==> src/rtl/track_mode_selector.sv <==
// Track mode selector: synchronised, debounced push-button with post-press lockout,
// cycling through modes with an arming countdown that ends in a start command.
module track_mode_selector #(
    parameter int N_MODES         = 3,
    parameter int DEBOUNCE_CYCLES = 1_000_000,
    parameter int LOCKOUT_CYCLES  = 50_000_000,
    parameter int ARM_CYCLES      = 250_000_000,
    localparam int MODE_W         = $clog2(N_MODES + 1)
) (
    input  logic              clk,
    input  logic              rst_n,
    input  logic              btn_sel,
    input  logic              stop_i,
    output logic [MODE_W-1:0] mode,
    output logic [N_MODES-1:0] mode_led,
    output logic              arming,
    output logic              running,
    output logic              start_pulse,
    output logic [1:0]        o_dbg_state
);

    localparam int DB_W  = $clog2(DEBOUNCE_CYCLES) + 1;
    localparam int LO_W  = $clog2(LOCKOUT_CYCLES) + 1;
    localparam int ARM_W = $clog2(ARM_CYCLES) + 1;

    typedef enum logic [1:0] {
        S_IDLE   = 2'd0,
        S_ARMING = 2'd1,
        S_RUN    = 2'd2
    } state_e;

    logic [1:0]         r_sync;
    logic               r_db_level;
    logic [DB_W-1:0]    r_db_cnt;
    logic [LO_W-1:0]    r_lock_cnt;
    state_e             r_state;
    logic [MODE_W-1:0]  r_mode;
    logic [ARM_W-1:0]   r_arm_cnt;
    logic [N_MODES-1:0] r_mode_led;
    logic               r_arming;
    logic               r_running;
    logic               r_start_pulse;

    logic               w_db_diff;
    logic               w_db_flip;
    logic               w_press;
    state_e             w_state_nx;
    logic [MODE_W-1:0]  w_mode_nx;
    logic [ARM_W-1:0]   w_arm_nx;
    logic               w_start_nx;
    logic [N_MODES-1:0] w_led_nx;

    always_ff @(posedge clk or negedge rst_n) begin
        if (!rst_n) begin
            r_sync <= 2'b00;
        end else begin
            r_sync <= {r_sync[0], btn_sel};
        end
    end

    // The debounced level flips on the DEBOUNCE_CYCLES-th consecutive differing sample.
    assign w_db_diff = (r_sync[1] != r_db_level);
    assign w_db_flip = w_db_diff && (r_db_cnt == DB_W'(DEBOUNCE_CYCLES - 1));
    assign w_press   = w_db_flip && !r_db_level && (r_lock_cnt == '0);

    always_ff @(posedge clk or negedge rst_n) begin
        if (!rst_n) begin
            r_db_level <= 1'b0;
            r_db_cnt   <= '0;
        end else if (!w_db_diff) begin
            r_db_cnt   <= '0;
        end else if (w_db_flip) begin
            r_db_level <= ~r_db_level;
            r_db_cnt   <= '0;
        end else begin
            r_db_cnt   <= r_db_cnt + DB_W'(1);
        end
    end

    always_ff @(posedge clk or negedge rst_n) begin
        if (!rst_n) begin
            r_lock_cnt <= '0;
        end else if (w_press) begin
            r_lock_cnt <= LO_W'(LOCKOUT_CYCLES);
        end else if (r_lock_cnt != '0) begin
            r_lock_cnt <= r_lock_cnt - LO_W'(1);
        end
    end

    // Priority: stop_i, then press, then countdown expiry.
    always_comb begin
        w_state_nx = r_state;
        w_mode_nx  = r_mode;
        w_arm_nx   = r_arm_cnt;
        w_start_nx = 1'b0;
        case (r_state)
            S_IDLE: begin
                if (w_press) begin
                    w_state_nx = S_ARMING;
                    w_mode_nx  = MODE_W'(1);
                    w_arm_nx   = ARM_W'(ARM_CYCLES - 1);
                end
            end
            S_ARMING: begin
                if (stop_i) begin
                    w_state_nx = S_IDLE;
                    w_mode_nx  = '0;
                    w_arm_nx   = '0;
                end else if (w_press) begin
                    if (r_mode == MODE_W'(N_MODES)) begin
                        w_state_nx = S_IDLE;
                        w_mode_nx  = '0;
                        w_arm_nx   = '0;
                    end else begin
                        w_mode_nx  = r_mode + MODE_W'(1);
                        w_arm_nx   = ARM_W'(ARM_CYCLES - 1);
                    end
                end else if (r_arm_cnt == '0) begin
                    w_state_nx = S_RUN;
                    w_start_nx = 1'b1;
                end else begin
                    w_arm_nx   = r_arm_cnt - ARM_W'(1);
                end
            end
            S_RUN: begin
                if (stop_i || w_press) begin
                    w_state_nx = S_IDLE;
                    w_mode_nx  = '0;
                end
            end
            default: begin
                w_state_nx = S_IDLE;
                w_mode_nx  = '0;
                w_arm_nx   = '0;
            end
        endcase
    end

    always_comb begin
        w_led_nx = '0;
        for (int i = 0; i < N_MODES; i++) begin
            w_led_nx[i] = (w_mode_nx == MODE_W'(i + 1));
        end
    end

    always_ff @(posedge clk or negedge rst_n) begin
        if (!rst_n) begin
            r_state       <= S_IDLE;
            r_mode        <= '0;
            r_arm_cnt     <= '0;
            r_mode_led    <= '0;
            r_arming      <= 1'b0;
            r_running     <= 1'b0;
            r_start_pulse <= 1'b0;
        end else begin
            r_state       <= w_state_nx;
            r_mode        <= w_mode_nx;
            r_arm_cnt     <= w_arm_nx;
            r_mode_led    <= w_led_nx;
            r_arming      <= (w_state_nx == S_ARMING);
            r_running     <= (w_state_nx == S_RUN);
            r_start_pulse <= w_start_nx;
        end
    end

    assign mode        = r_mode;
    assign mode_led    = r_mode_led;
    assign arming      = r_arming;
    assign running     = r_running;
    assign start_pulse = r_start_pulse;
    assign o_dbg_state = r_state;

endmodule

==> config.mk <==
export PLATFORM = sky130hd
export DESIGN_NAME = track_mode_selector
export DESIGN_NICKNAME = d
export VERILOG_FILES = /design/src/rtl/track_mode_selector.sv
export SDC_FILE = /design/constraint.sdc
export NUM_CORES = 1
export LEC_CHECK = 0
export BUFFER_PORTS_ARGS = -buffer_cell sky130_fd_sc_hd__buf_4
export CORE_UTILIZATION = 50
export CTS_CLUSTER_DIAMETER = 40
export DETAILED_ROUTE_END_ITERATION = 8
export PLACE_DENSITY = 0.77
export SLEW_MARGIN = 20
export SYNTH_ARGS = -nofsm -noshare
export SYNTH_HDL_FRONTEND = slang
export SYNTH_SLANG_ARGS = --single-unit
==> constraint.sdc <==
create_clock -name clk -period 4.5 [get_ports clk]
set_input_delay 0.45 -clock clk [delete_from_list [all_inputs] [get_ports clk]]
set_output_delay 0.45 -clock clk [all_outputs]
set_load 0.1 [all_outputs]
==> results.sh, run 1 <==
export IMPL_cts_buffers_inserted=9
export IMPL_dr_first_iter_drc_count=288
export IMPL_clock_latency_ns=0.36
export IMPL_num_antenna_cells=0
export IMPL_ir_drop_mv=0.243
export IMPL_ys_flop_type="dfrtp_1"
export IMPL_grt_use_met2_pct=37.3
export IMPL_place_congestion=0.806
export IMPL_post_cts_buffers=0
export IMPL_worstPathArrival_ns=3.35
export IMPL_critPathMaxFanout=11
export IMPL_syn_area_per_cell_um2=9.36
export IMPL_grt_pass1_wl_um=17900
export IMPL_startpoint_type="register"
export IMPL_dp_cells=615
export IMPL_power_uw=1500
export IMPL_hold_viol=0
export IMPL_busiest_layer="met2"
export IMPL_max_freq_mhz=324
export IMPL_core_um2=9200
export IMPL_root_buffer="clkbuf_8"
export IMPL_yosys_cell_types_count=50
export IMPL_mappedNetlistNets=516
export IMPL_grt_max_degree=49
export IMPL_yosysWarnings=0
export IMPL_final_setup_skew_ns=0.00893
export IMPL_critical_path_class="register to register"
export IMPL_antenna_found_initial=0
export IMPL_worst_setup_path_end_kind="register"
export IMPL_die_w_um=99.4
export IMPL_min_period_ns=3.09
export IMPL_slew_viol_final=0
export IMPL_drt_wl_total_um=10300
export IMPL_drcViolationCount=0
export IMPL_syn2layout_area_growth_pct=8.62
export IMPL_clk_pin_slew_ns=0.09
export IMPL_nFillCells=815
export IMPL_setup_violations=0
export IMPL_wl_per_cell_um=16.3
export IMPL_holdBufCountCts=0
export IMPL_cts_resized=0
export IMPL_dp_hpwl_um=6900
export IMPL_drt_first_pass_iters=4
export IMPL_antenna_left=0
export IMPL_grt_pass1_vias=3775
export IMPL_status="finished, final reports clean"
export IMPL_grt_usage_pct=22.8
export IMPL_syn_area_um2=4750
export IMPL_port_buffers=13
export IMPL_synthCells=507
export IMPL_start_util_pct=51.6
export IMPL_ios=14
export IMPL_critPathRequiredTime_ns=4.76
export IMPL_p_leak_uw=0.00223
export IMPL_drive_gt1_share_pct=8.65
export IMPL_synthArstFlopShare_pct=100
export IMPL_cts_buffer_depth=2
export IMPL_final_cells=631
export IMPL_ys_ff_latch=90
export IMPL_synth_edf_count=0
export IMPL_worst_pin_slew_ns=0.912
export IMPL_pwr_density_cell_nw_per_um2=290
export IMPL_grt_ovfl_total=0
export IMPL_setup_tns_ns=0
export IMPL_placement_rows=35
export IMPL_via_per_inst=6.05
export IMPL_max_cap_violations=0
export IMPL_hold_path_class="input pin to async pin"
export IMPL_die_area_um2=9890
export IMPL_die_y_um=99.4
export IMPL_grt_use_met1_pct=30.5
export IMPL_grt_setup_unrepaired="no"
export IMPL_vias=3817
export IMPL_cts_sinks=90
export IMPL_nNetsFinal=524
export IMPL_slew_headroom_pct=39.0
export IMPL_h_tree_depth=3
export IMPL_fin_crit_sh_pct=68.6
export IMPL_met3_usage_pct=4.01
export IMPL_cts_tree="done"
export IMPL_ys_seq_area_share_pct=47.4
[sequential cells by signal, indices dropped and copies added (netlist names)]
name / count
mode: 2
running: 1
start_pulse: 1
r_db_level: 1
r_lock_cnt: 27
mode_led: 3
arming: 1
r_sync: 2
r_db_cnt: 21
o_dbg_state: 2
r_arm_cnt: 29
[synth_stat cells (4+ instances only)]
| library cell | instances | area, um^2 |
|---|---|---|
| clkbuf_1 | 16 | 60.1 |
| a211oi_1 | 4 | 30.0 |
| o21ai_0 | 30 | 150 |
| a22o_1 | 12 | 105 |
| xor2_1 | 20 | 175 |
| a21o_1 | 4 | 30.0 |
| xnor2_1 | 35 | 307 |
| nand4_1 | 10 | 62.6 |
| or3_1 | 13 | 81.3 |
| inv_1 | 10 | 37.5 |
| ha_1 | 5 | 62.6 |
| and2_1 | 4 | 25.0 |
| nand3_1 | 19 | 95.1 |
| or4_1 | 8 | 60.1 |
| dfrtp_1 | 90 | 2250 |
| a21oi_1 | 19 | 95.1 |
| nor4b_1 | 6 | 52.6 |
| nor4_1 | 15 | 93.8 |
| and3_1 | 6 | 37.5 |
| nor2_1 | 65 | 244 |
| nor3_1 | 21 | 105 |
| nand2_1 | 49 | 184 |
[metrics by stage]
step | setup slack (ns) | utilization [%] | instance area, um^2 | hold WS [ns]
after global routing | 1.25 | 56.1 | 5160 | 0.0996
final | 1.41 | 56.1 | 5160 | 0.0613
after detailed placement | 1.45 | 53.6 | 4930 | 0.335
after floorplan | 1.90 | - | 4750 | 0.154
after global placement | 1.43 | 53.6 | 4930 | 0.336
after CTS | 1.41 | 56.1 | 5160 | 0.0826
[cells by family (layout without fill, tap and decap cells)]
logic type	after synthesis	count (layout)	synth area share, %
buf+inv	31	44	2.85
simple gates	236	236	25.5
compound gates	88	88	12.3
flops	90	90	47.4
fa+ha+maj	5	5	1.32
xor+xnor	55	55	10.1
mux	2	2	0.448
[cell type report]
type / instances / area [um^2] / share of cell area (%)
clock inverter: 5 / 86.3 / 1.67
clock buffer: 11 / 141 / 2.74
sequential: 90 / 2250 / 43.7
tap: 111 / 139 / 2.69
timing repair buffer: 18 / 135 / 2.62
multi-input combinational: 386 / 2360 / 45.9
inverter: 10 / 37.5 / 0.728
[placed cells by master (no fill, tap or decap), drive strengths merged, types with 5 or more instances in the layout]
| cell type | synthesis | final |
|---|---|---|
| nor4b | 6 | 6 |
| xnor2 | 35 | 35 |
| nand3 | 19 | 19 |
| nand2 | 49 | 49 |
| or4 | 10 | 10 |
| o21ai | 32 | 32 |
| nor4 | 17 | 17 |
| inv | 10 | 11 |
| ha | 5 | 5 |
| xor2 | 20 | 20 |
| nand4 | 10 | 10 |
| buf | 5 | 18 |
| nor3 | 21 | 21 |
| a22o | 12 | 12 |
| and3 | 6 | 6 |
| nor2 | 65 | 65 |
| clkbuf | 16 | 11 |
| or3 | 13 | 13 |
| a21oi | 19 | 19 |
| dfrtp | 90 | 90 |
[worst paths after layout]
kind	start	to	slack [ns]	cells after the start
max	r_db_cnt[8]$_DFF_PN0_	mode_led[0]$_DFF_PN0_	1.41	8
min	rst_n	r_lock_cnt[12]$_DFFE_PN0P_	0.06	1
max reg2reg	r_db_cnt[8]$_DFF_PN0_	mode_led[0]$_DFF_PN0_	1.41	8
min reg2reg	r_sync[0]$_DFF_PN0_	r_sync[1]$_DFF_PN0_	0.35	0
max in group asynchronous	rst_n	r_arm_cnt[15]$_DFFE_PN0P_	3.43	2
min in group clk	btn_sel	r_sync[0]$_DFF_PN0_	0.19	1
[worst max-delay path, cell delays in order, from the launching register on]
cell and delay [ns]:
dfrtp_1 0.42, nor4b_1 0.44, nand4_1 0.19, nor4_2 0.64, nand2_1 0.43, or4_1 0.57
o21a_1 0.16, inv_1 0.09, nor2_1 0.04
[where the power goes]
| part | switching [uW] | internal (uW) | total (uW) |
|---|---|---|---|
| Combinational | 42.7 | 10.4 | 53.1 |
| Clock | 294 | 332 | 626 |
| Sequential | 4.04 | 813 | 817 |
| Total | 341 | 1160 | 1500 |
[per-layer routing]
layer | vias to the layer above | share of wire [%]
met5 | - | 0
met2 | 73 | 47
li1 | 1826 | -
met4 | 0 | 1.0
met3 | 10 | 4.0
met1 | 1908 | 48
No activity file was read; power rests on OpenSTA's default activity.
==> run 2, diff against run 1 <==
--- a/config.mk
+++ b/config.mk
@@ -5,6 +5,7 @@
 export SDC_FILE = /design/constraint.sdc
 export NUM_CORES = 1
 export LEC_CHECK = 0
+export ABC_AREA = 1
 export BUFFER_PORTS_ARGS = -buffer_cell sky130_fd_sc_hd__buf_4
 export CORE_UTILIZATION = 50
 export CTS_CLUSTER_DIAMETER = 40
==> constraint.sdc (replaced) <==
create_clock -name clk -period 2.9 [get_ports clk]
set_input_delay 0.29 -clock clk [delete_from_list [all_inputs] [get_ports clk]]
set_output_delay 0.29 -clock clk [all_outputs]
set_load 0.1 [all_outputs]
==> results.sh, run 2 <==
export IMPL_ir_drop_mv=0.433
export IMPL_root_buffer="clkbuf_8"
export IMPL_nNetsFinal=834
export IMPL_min_period_ns=2.44
export IMPL_max_cap_violations=0
export IMPL_grt_setup_unrepaired="no"
export IMPL_fin_area_um2=6040
export IMPL_reg_top3="r_arm_cnt x29, r_lock_cnt x27, r_db_cnt x21"
export IMPL_dr_wl_met2_um=6170
export IMPL_synth_edf_count=0
export IMPL_clock_latency_ns=0.39
export IMPL_syn_area_um2=5590
export IMPL_ys_flop_type="dfrtp_1"
export IMPL_max_stage_delay_ns=0.42
export IMPL_die_y_um=108
export IMPL_hold_viol=0
export IMPL_placement_rows=38
export IMPL_die_w_um=108
export IMPL_grt_pass1_wl_um=22600
export IMPL_vias=5048
export IMPL_status="finished, final reports clean"
export IMPL_place_area_um2=5830
export IMPL_drt_first_pass_iters=5
export IMPL_syn2layout_area_growth_pct=8.01
export IMPL_wl_per_cell_um=13.3
export IMPL_port_buffers=13
export IMPL_dr_first_iter_drc_count=246
export IMPL_critPathMaxFanout=19
export IMPL_synthArstFlopShare_pct=100
export IMPL_yosys_cell_types_count=37
export IMPL_synthCells=807
export IMPL_cts_buffers_inserted=9
export IMPL_via_per_inst=5.20
export IMPL_cts_buffer_depth=2
export IMPL_largest_register="r_arm_cnt"
export IMPL_cts_resized=0
export IMPL_critPathRequiredTime_ns=3.22
export IMPL_syn_area_per_cell_um2=6.93
export IMPL_cts_sinks=90
export IMPL_drcViolationCount=0
export IMPL_dp_hpwl_um=9680
export IMPL_ys_seq_area_share_pct=40.3
export IMPL_synthTopCellsByArea="dfrtp_1, nand2_1, nor2_1"
export IMPL_slew_viol_final=0
export IMPL_critical_path_class="register to register"
export IMPL_ios=14
export IMPL_ys_ff_latch=90
export IMPL_setup_violations=0
export IMPL_largest_register_ffs=29
export IMPL_hold_path_class="input pin to register"
export IMPL_synth_common_cells="nand2_1, nor2_1, dfrtp_1"
export IMPL_wl_met1_um=5960
export IMPL_startpoint_type="register"
export IMPL_nFillCells=1080
export IMPL_num_antenna_cells=0
export IMPL_antenna_left=0
export IMPL_yosys_area_top_type_share_pct=40.3
export IMPL_layout_common_cells="nand2_1, nor2_1, dfrtp_1, inv_1, nand3_1"
export IMPL_maxUsedRoutingLayer="met4"
export IMPL_antenna_found_initial=0
export IMPL_h_tree_depth=3
export IMPL_wl_met3_um=564
export IMPL_die_area_um2=11600
export IMPL_cts_tree="done"
export IMPL_worst_pin_slew_ns=0.743
export IMPL_drive_gt1_share_pct=8.43
export IMPL_power_uw=2520
export IMPL_synth_most_common_cell="nand2_1"
export IMPL_grt_ovfl_total=0
export IMPL_grt_max_degree=41
export IMPL_slew_headroom_pct=50.3
export IMPL_p_leak_uw=0.00322
export IMPL_max_freq_mhz=410
export IMPL_pwr_density_cell_nw_per_um2=417
export IMPL_grt_pass1_vias=4896
export IMPL_yosysWarnings=0
export IMPL_crit_slowest_cell="dfrtp_1"
export IMPL_mappedNetlistNets=816
export IMPL_worst_setup_path_end_kind="register"
export IMPL_worstPathArrival_ns=2.76
export IMPL_grt_usage_pct=24.8
export IMPL_start_util_pct=51.4
export IMPL_core_um2=10900
export IMPL_final_setup_skew_ns=0.0182
export IMPL_path_cells="inv_1, ha_1, inv_1, nor3_1, nand3_1, nor2_4, nand3_2, nand4_1, nand2_2, inv_2, nand2_1, nand2_1"
export IMPL_clk_pin_slew_ns=0.09
export IMPL_fin_crit_sh_pct=84.1
export IMPL_setup_tns_ns=0
export IMPL_place_congestion=0.964
export IMPL_layout_commonest_cell="nand2_1"
export IMPL_netlist_top_cell_by_area="dfrtp_1"
export IMPL_drt_wl_total_um=12900
## run 2: changes by cell type in the layout (fill, tap and decap cells not counted), moves of 8 or more
cell | before | now
nand2_1 | 49 | 229
inv_1 | 10 | 87
nor2_1 | 65 | 131
nand3_1 | 19 | 68
xnor2_1 | 35 | 3
nand4_1 | 10 | 25
nor4_1 | 15 | 1
a22o_1 | 12 | 0
nor2_2 | 0 | 12
or3_1 | 13 | 1
or4_1 | 8 | 0
## run 2: timing repair
item                                   4_1_cts  5_1_grt
hold buffers                                 1        1
endpoints found under the hold margin       38        1
buffers inserted                             0        0
## run 2: critical path: cells and delay by family (launching register included)
family,cells,cell delay [ns]
DFF,1,0.42
and+or+nand+nor,8,1.19
adders and majority gates,1,0.19
buffers and inverters,3,0.58
## run 2: per-layer routing
| metal | up-vias | track usage, % |
|---|---|---|
| li1 | 2608 | - |
| met1 | 2315 | 31.3 |
| met2 | 102 | 41.5 |
| met3 | 23 | 6.17 |
| met4 | 0 | 8.22 |
| met5 | - | 0 |
## run 2: path summary, 6_finish.rpt
kind / from / end / slack, ns / cells after the start
min in group asynchronous: rst_n / r_db_cnt[16]$_DFF_PN0_ / 0.40 / 2
setup / recovery: r_lock_cnt[0]$_DFFE_PN0P_ / r_arm_cnt[25]$_DFFE_PN0P_ / 0.46 / 12
setup reg to reg: r_lock_cnt[0]$_DFFE_PN0P_ / r_arm_cnt[25]$_DFFE_PN0P_ / 0.46 / 12
hold reg to reg: r_sync[0]$_DFF_PN0_ / r_sync[1]$_DFF_PN0_ / 0.36 / 0
max in group asynchronous: rst_n / mode[1]$_DFF_PN0_ / 1.77 / 3
hold / removal: stop_i / o_dbg_state[1]$_DFF_PN0_ / 0.31 / 4
## run 2: logic make-up (layout without fill, tap and decap cells)
group                    count (synthesis)  count (layout)  share of synthesized area (%)
AO/OA/AOI/OAI                           69              69                           6.91
AND/OR/NAND/NOR                        505             505                           39.2
adder cells (fa/ha/maj)                  5               5                           1.12
XOR/XNOR                                27              27                           4.23
flip-flops                              90              90                           40.3
buffers and inverters                  111             134                           8.30
## run 2: power by group
group	switching [uW]	total, uW	internal (uW)
sequential	69.9	1380	1310
clock	464	867	403
combinational	178	275	97.3
total	712	2520	1810
## run 2: area by class of cell
type,instances,area (um^2),area share (%)
repair buffers,22,183,3.02
clock inverters,5,62.6,1.04
clock buffers,11,131,2.17
well taps,140,175,2.90
flip-flops and latches,90,2250,37.3
inverters,96,360,5.97
multi-input cells,606,2880,47.6
## run 2: stage by stage
stage	utilization [%]	setup slack (ns)	hold WS (ns)	instances
after global placement	53.5	0.590	0.294	952
after global routing	55.5	0.203	0.318	970
final	55.5	0.460	0.311	970
after CTS	55.4	0.474	0.00624	969
after floorplan	-	0.656	-0.00559	807
after detailed placement	53.5	0.498	0.298	952
